[config.mk]
export PLATFORM = sky130hd
export DESIGN_NAME = multicycle_control_fsm
export DESIGN_NICKNAME = d
export VERILOG_FILES = /design/src/rtl/ctrl_pkg.sv /design/src/rtl/ctrl_decode.sv /design/src/rtl/multicycle_control_fsm.sv
export SDC_FILE = /design/constraint.sdc
export NUM_CORES = 1
export LEC_CHECK = 0
export CAP_MARGIN = 20
export CORE_MARGIN = 3
export CORE_UTILIZATION = 38
export DETAILED_ROUTE_END_ITERATION = 8
export GPL_ROUTABILITY_DRIVEN = 0
export GPL_TIMING_DRIVEN = 0
export PLACE_DENSITY = 0.69
export SYNTH_ARGS = -nofsm -noshare
export SYNTH_HDL_FRONTEND = slang
export SYNTH_HIERARCHICAL = 1
export SYNTH_SLANG_ARGS = --single-unit
export TNS_END_PERCENT = 100
[constraint.sdc]
create_clock -name i_clk -period 1.95 [get_ports i_clk]
set_input_delay 0.39 -clock i_clk [delete_from_list [all_inputs] [get_ports i_clk]]
set_output_delay 0.39 -clock i_clk [all_outputs]
set_load 0.05 [all_outputs]
[src/rtl/ctrl_pkg.sv]
// Shared encodings for the multicycle RV32I control path: opcodes, funct3 codes,
// access sizes, writeback sources, FSM states and the decoded-field bundle.
package ctrl_pkg;

    localparam logic [6:0] OPC_LOAD     = 7'b0000011;
    localparam logic [6:0] OPC_MISC_MEM = 7'b0001111;
    localparam logic [6:0] OPC_OP_IMM   = 7'b0010011;
    localparam logic [6:0] OPC_AUIPC    = 7'b0010111;
    localparam logic [6:0] OPC_STORE    = 7'b0100011;
    localparam logic [6:0] OPC_OP       = 7'b0110011;
    localparam logic [6:0] OPC_LUI      = 7'b0110111;
    localparam logic [6:0] OPC_BRANCH   = 7'b1100011;
    localparam logic [6:0] OPC_JALR     = 7'b1100111;
    localparam logic [6:0] OPC_JAL      = 7'b1101111;
    localparam logic [6:0] OPC_SYSTEM   = 7'b1110011;

    localparam logic [2:0] F3_LB  = 3'b000;
    localparam logic [2:0] F3_LH  = 3'b001;
    localparam logic [2:0] F3_LW  = 3'b010;
    localparam logic [2:0] F3_LBU = 3'b100;
    localparam logic [2:0] F3_LHU = 3'b101;

    localparam logic [2:0] F3_SB  = 3'b000;
    localparam logic [2:0] F3_SH  = 3'b001;
    localparam logic [2:0] F3_SW  = 3'b010;

    localparam logic [2:0] F3_PRIV   = 3'b000;
    localparam logic [2:0] F3_CSRRW  = 3'b001;
    localparam logic [2:0] F3_CSRRS  = 3'b010;
    localparam logic [2:0] F3_CSRRC  = 3'b011;
    localparam logic [2:0] F3_RSVD4  = 3'b100;
    localparam logic [2:0] F3_CSRRWI = 3'b101;
    localparam logic [2:0] F3_CSRRSI = 3'b110;
    localparam logic [2:0] F3_CSRRCI = 3'b111;

    localparam logic [1:0] SIZE_BYTE = 2'b00;
    localparam logic [1:0] SIZE_HALF = 2'b01;
    localparam logic [1:0] SIZE_WORD = 2'b10;

    localparam logic [1:0] WB_ALU = 2'b00;
    localparam logic [1:0] WB_MEM = 2'b01;
    localparam logic [1:0] WB_PC4 = 2'b10;
    localparam logic [1:0] WB_IMM = 2'b11;

    typedef enum logic [2:0] {
        ST_FETCH  = 3'd0,
        ST_DECODE = 3'd1,
        ST_EXEC   = 3'd2,
        ST_MEM    = 3'd3,
        ST_WB     = 3'd4,
        ST_TRAP   = 3'd5
    } state_t;

    typedef struct packed {
        logic [6:0] opcode;
        logic [4:0] rd;
        logic [2:0] funct3;
        logic [4:0] rs1;
        logic       is_load;
        logic       is_store;
        logic       is_csr;
        logic       illegal;
    } decoded_t;

    // Load and store funct3 share the size in bits [1:0]; only legal codes reach MEM.
    function automatic logic [1:0] access_size(input logic [2:0] funct3);
        case (funct3[1:0])
            2'b00:   access_size = SIZE_BYTE;
            2'b01:   access_size = SIZE_HALF;
            default: access_size = SIZE_WORD;
        endcase
    endfunction

    function automatic logic csr_is_swap(input logic [2:0] funct3);
        csr_is_swap = (funct3 == F3_CSRRW) || (funct3 == F3_CSRRWI);
    endfunction

endpackage

[src/rtl/ctrl_decode.sv]
// Combinational classification of the latched instruction fields into the
// decoded-field bundle consumed by the control FSM.
module ctrl_decode
    import ctrl_pkg::*;
(
    input  logic [6:0] opcode,
    input  logic [4:0] rd,
    input  logic [2:0] funct3,
    input  logic [4:0] rs1,
    output decoded_t   dec
);

    always_comb begin
        dec        = '0;
        dec.opcode = opcode;
        dec.rd     = rd;
        dec.funct3 = funct3;
        dec.rs1    = rs1;
        case (opcode)
            OPC_LOAD: begin
                dec.is_load = 1'b1;
                dec.illegal = (funct3 == 3'd3) || (funct3 == 3'd6) || (funct3 == 3'd7);
            end
            OPC_STORE: begin
                dec.is_store = 1'b1;
                dec.illegal  = (funct3 > F3_SW);
            end
            OPC_SYSTEM: begin
                // ECALL/EBREAK and the reserved funct3 are not handled by this core.
                dec.is_csr  = (funct3 != F3_PRIV) && (funct3 != F3_RSVD4);
                dec.illegal = (funct3 == F3_PRIV) || (funct3 == F3_RSVD4);
            end
            OPC_OP, OPC_OP_IMM, OPC_LUI, OPC_AUIPC,
            OPC_JAL, OPC_JALR, OPC_BRANCH, OPC_MISC_MEM: begin
                dec.illegal = 1'b0;
            end
            default: begin
                dec.illegal = 1'b1;
            end
        endcase
    end

endmodule

[src/rtl/multicycle_control_fsm.sv]
// FETCH/DECODE/EXEC/MEM/WB sequencer for the multicycle RV32I core.
// Define MEM_TIMEOUT_EN to fault and trap when an IMEM/DMEM ack never arrives.
module multicycle_control_fsm
    import ctrl_pkg::*;
#(
    parameter int MEM_TIMEOUT = 16,
    parameter int CNT_W       = $clog2(MEM_TIMEOUT + 1)
) (
    input  logic        i_clk,
    input  logic        i_rst_n,
    input  logic [31:0] i_instr,
    output logic        o_imem_req,
    input  logic        i_imem_ack,
    output logic        o_dmem_req,
    input  logic        i_dmem_ack,
    output logic        o_mem_read,
    output logic        o_mem_write,
    output logic [1:0]  o_d_size,
    output logic        o_d_unsigned,
    output logic        o_ir_write,
    output logic        o_pc_write,
    output logic        o_reg_write,
    output logic [1:0]  o_mem_to_reg,
    output logic        o_csr_read,
    output logic        o_csr_write,
    output logic        o_illegal,
    output logic        o_mem_fault,
    input  logic        i_trap_clear,
    output logic [2:0]  o_state
);

    state_t     state;
    logic [6:0] opcode_q;
    logic [4:0] rd_q;
    logic [2:0] funct3_q;
    logic [4:0] rs1_q;
    logic       illegal_q;
    decoded_t   dec;

    logic unused_instr_hi;
    assign unused_instr_hi = ^i_instr[31:20];

`ifdef MEM_TIMEOUT_EN
    logic [CNT_W-1:0] wait_cnt;
    logic             fault_q;
    logic             limit_hit;
    assign limit_hit   = (wait_cnt == CNT_W'(MEM_TIMEOUT));
    assign o_mem_fault = fault_q;
`else
    logic [CNT_W-1:0] unused_timeout;
    assign unused_timeout = CNT_W'(MEM_TIMEOUT);
    assign o_mem_fault    = 1'b0;
`endif

    ctrl_decode u_decode (
        .opcode (opcode_q),
        .rd     (rd_q),
        .funct3 (funct3_q),
        .rs1    (rs1_q),
        .dec    (dec)
    );

    // The wait counter only survives consecutive waiting cycles, so clearing it
    // every other cycle is the same as clearing it on entry to FETCH or MEM.
    always_ff @(posedge i_clk or negedge i_rst_n) begin
        if (!i_rst_n) begin
            state     <= ST_FETCH;
            opcode_q  <= '0;
            rd_q      <= '0;
            funct3_q  <= '0;
            rs1_q     <= '0;
            illegal_q <= 1'b0;
`ifdef MEM_TIMEOUT_EN
            wait_cnt  <= '0;
            fault_q   <= 1'b0;
`endif
        end else begin
`ifdef MEM_TIMEOUT_EN
            wait_cnt <= '0;
`endif
            case (state)
                ST_FETCH: begin
                    if (i_imem_ack) begin
                        opcode_q <= i_instr[6:0];
                        rd_q     <= i_instr[11:7];
                        funct3_q <= i_instr[14:12];
                        rs1_q    <= i_instr[19:15];
                        state    <= ST_DECODE;
                    end
`ifdef MEM_TIMEOUT_EN
                    else if (limit_hit) begin
                        fault_q <= 1'b1;
                        state   <= ST_TRAP;
                    end else begin
                        wait_cnt <= wait_cnt + CNT_W'(1);
                    end
`endif
                end
                ST_DECODE: begin
                    if (dec.illegal) begin
                        illegal_q <= 1'b1;
                        state     <= ST_TRAP;
                    end else begin
                        state <= ST_EXEC;
                    end
                end
                ST_EXEC: begin
                    state <= (dec.is_load || dec.is_store) ? ST_MEM : ST_WB;
                end
                ST_MEM: begin
                    if (i_dmem_ack) begin
                        state <= dec.is_load ? ST_WB : ST_FETCH;
                    end
`ifdef MEM_TIMEOUT_EN
                    else if (limit_hit) begin
                        fault_q <= 1'b1;
                        state   <= ST_TRAP;
                    end else begin
                        wait_cnt <= wait_cnt + CNT_W'(1);
                    end
`endif
                end
                ST_WB: begin
                    state <= ST_FETCH;
                end
                ST_TRAP: begin
                    if (i_trap_clear) begin
                        illegal_q <= 1'b0;
`ifdef MEM_TIMEOUT_EN
                        fault_q   <= 1'b0;
`endif
                        state     <= ST_FETCH;
                    end
                end
                default: begin
                    state <= ST_FETCH;
                end
            endcase
        end
    end

    assign o_illegal = illegal_q;
    assign o_state   = state;

    // Strobes follow the state and latched fields; the IR and store-completion
    // PC strobes must coincide with their ack cycle, and reset silences all.
    always_comb begin
        o_imem_req   = 1'b0;
        o_dmem_req   = 1'b0;
        o_mem_read   = 1'b0;
        o_mem_write  = 1'b0;
        o_d_size     = SIZE_BYTE;
        o_d_unsigned = 1'b0;
        o_ir_write   = 1'b0;
        o_pc_write   = 1'b0;
        o_reg_write  = 1'b0;
        o_mem_to_reg = WB_ALU;
        o_csr_read   = 1'b0;
        o_csr_write  = 1'b0;
        if (i_rst_n) begin
            case (state)
                ST_FETCH: begin
                    o_imem_req = 1'b1;
                    o_ir_write = i_imem_ack;
                end
                ST_MEM: begin
                    o_dmem_req   = 1'b1;
                    o_mem_read   = dec.is_load;
                    o_mem_write  = dec.is_store;
                    o_d_size     = access_size(dec.funct3);
                    o_d_unsigned = dec.is_load && dec.funct3[2];
                    o_pc_write   = dec.is_store && i_dmem_ack;
                end
                ST_WB: begin
                    o_pc_write = 1'b1;
                    case (dec.opcode)
                        OPC_OP, OPC_OP_IMM, OPC_AUIPC: begin
                            o_reg_write  = 1'b1;
                            o_mem_to_reg = WB_ALU;
                        end
                        OPC_LOAD: begin
                            o_reg_write  = 1'b1;
                            o_mem_to_reg = WB_MEM;
                        end
                        OPC_JAL, OPC_JALR: begin
                            o_reg_write  = 1'b1;
                            o_mem_to_reg = WB_PC4;
                        end
                        OPC_LUI: begin
                            o_reg_write  = 1'b1;
                            o_mem_to_reg = WB_IMM;
                        end
                        OPC_SYSTEM: begin
                            o_reg_write = 1'b1;
                            if (csr_is_swap(dec.funct3)) begin
                                o_csr_write = 1'b1;
                                o_csr_read  = (dec.rd != 5'd0);
                            end else begin
                                o_csr_read  = 1'b1;
                                o_csr_write = (dec.rs1 != 5'd0);
                            end
                        end
                        default: begin
                            o_reg_write = 1'b0;
                        end
                    endcase
                end
                default: begin
                    o_imem_req = 1'b0;
                end
            endcase
        end
    end

endmodule
==> results.yml <==
run_status:
  run_status: "complete, but fails checks"
  violations: "setup timing"
grt:
  grt-ovfl-total: 0
  grt_pass1_wl_um: 6300
  grt_start_max_net_pins: 17
  antenna_found_initial: 0
  grt_pass1_vias: 1381
  grt_use_total_pct: 15.2
floorplanning:
  fp.coreArea_mm2: 0.00409
  start_util_pct: 40.2
  die-width_um: 71.7
  rows: 23
  fp.dieH_um: 71.7
  dieArea_mm2: 0.00514
  io_pins: 56
worst_setup_path:
  r2r_slack_ps: -100
  crit_end: "o_mem_write"
  endpoint_kind: "primary output"
  cp.required_ps: 1560
  start_kind: "flip-flop"
  r2r-end: "o_state[2]"
  arrival_ps: 1800
  r2r-start: "opcode_q[3]"
  cp-startpoint: "opcode_q[3]"
  criticalPathCategory: "reg -> out"
  rr_worst_depth: 8
  cp_max_fo: 3
drt:
  initialDrtViolationCount: 49
  wire_per_inst_um: 15.1
  drcViolationCount: 0
  num_vias: 1322
  ant_nets: 0
  drt-pass1-iter-count: 4
  via_per_inst: 4.93
  routed_wl_um: 4040
synthesis:
  synth.net_count: 184
  syn_area_mm2: 0.00164
  yosys_warnings: 6
  syn_inst: 147
  avgSynthCellArea_um2: 11.2
worst_hold_path:
  hp-class: "in -> async"
cells_and_area:
  antennaDiodeCount: 0
  stdcell_count: 268
  final_util_pct: 62.7
  drive_gt1_share_pct: 59.6
  syn2layout_area_growth_pct: 56.1
  final_net_count: 256
cts:
  clk_latency_ps: 270
  clock_sinks: 24
  cts_root_buf: "clkbuf_8"
  cts.clk_slew.worst_paths_ps: 90
  cts_hold_buf: 0
  cts_tree: "done"
  h-tree-depth: 1
  cts_buffers: 3
  cts.path.max_buffers: 2
sta:
  setup_viol: 12
  hold_viol: 0
  whs_ps: 17.7
  rsz0062_at_grt: "yes"
  fin_crit_ps: 2190
  finalClockSkew_ps: 2.30
  period_share_pct: 112
  setup_ws_ps: -236
  fmax_mhz: 457
  slew_viol_final: 0
pwr:
  power_uw: 3800
  ir_drop_mv: 0.654
  power_density_mw_per_mm2: 1480
  p_leak_uw: 0.00113
placement:
  port_buffers: 42
  dp_slack_ps: -1440
  place.detailed.hpwl_um: 2710
  dp_cells: 240
job:
  drv_cap: 0
-- how the worst min path moves through the flow --
stage             from     endpoint  slack, ps  cells after the start
2_1_floorplan  i_rst_n  funct3_q[0]         90                      0
3_3_place_gp   rd_q[4]      rd_q[4]        500                      1
3_5_place_dp   rd_q[4]      rd_q[4]        490                      1
4_1_cts        i_rst_n  funct3_q[0]         30                      1
5_1_grt        i_rst_n     rs1_q[2]         40                      1
6_report       i_rst_n     rs1_q[2]         20                      1
-- stage by stage --
step                      area, µm²  TNS, ps
after global placement         2180   -21730
after global routing           2560    -2720
after floorplan                1690     -178
after detailed placement       2190   -16890
after CTS                      2400    -1530
final                          2560    -1710
-- critical path, stage by stage, from the launching register on --
cell	delay (ps)
dfrtp_1	430
nor2_2	170
nand3_2	100
or3_4	380
nor2_4	120
and2_2	180
buf_8	150
-- per-layer routing --
layer | up-vias | track usage [%] | part of all wire [%]
met5 | - | 0 | 0
met4 | 0 | 2.71 | 0.96
met3 | 8 | 2.52 | 4.5
met2 | 40 | 26.9 | 51
met1 | 630 | 19.6 | 44
li1 | 644 | - | -
-- repair_timing --
action                                  in CTS  in global routing
resized for setup                          110                 27
endpoints found under the setup margin      17                 16
pin swaps                                    7                 11
gates cloned                                 0                  0
buffers inserted                            14                 10
-- final cells by class --
class	count	area, µm²
buffer	25	224
sequential	24	608
timing repair buffer	67	634
inverter	2	7.51
tap	50	62.6
clock buffer	4	55.1
fill	321	1520
multi-input combinational	96	971
-- sequential cells by signal, indices dropped and copies added (netlist names) --
name	count
funct3_q	3
o_illegal	1
o_state	3
opcode_q	7
rd_q	5
rs1_q	5
-- placed cells by master (no fill, tap or decap), drive strengths merged, types with 2 or more instances in the layout --
cell,count
nand3b,2
a2111oi,2
a31oi,3
clkdlybuf4s50,25
and2,7
inv,2
nor2b,2
o22ai,2
nand3,2
nor2,12
mux2,21
a21oi,4
a21o,2
nand2,7
dfrtp,24
o21a,2
nor3,4
dlygate4sd2,2
nand2b,3
or3,2
clkbuf,4
buf,65
and3,3
o32ai,2
-- where the power goes --
group          total [µW]  switching (µW)  internal (µW)
Clock                 346             165            180
Combinational        2440            1030           1410
Sequential           1010             254            760
Total                3800            1450           2350
No activity file was read; power rests on OpenSTA's default activity.
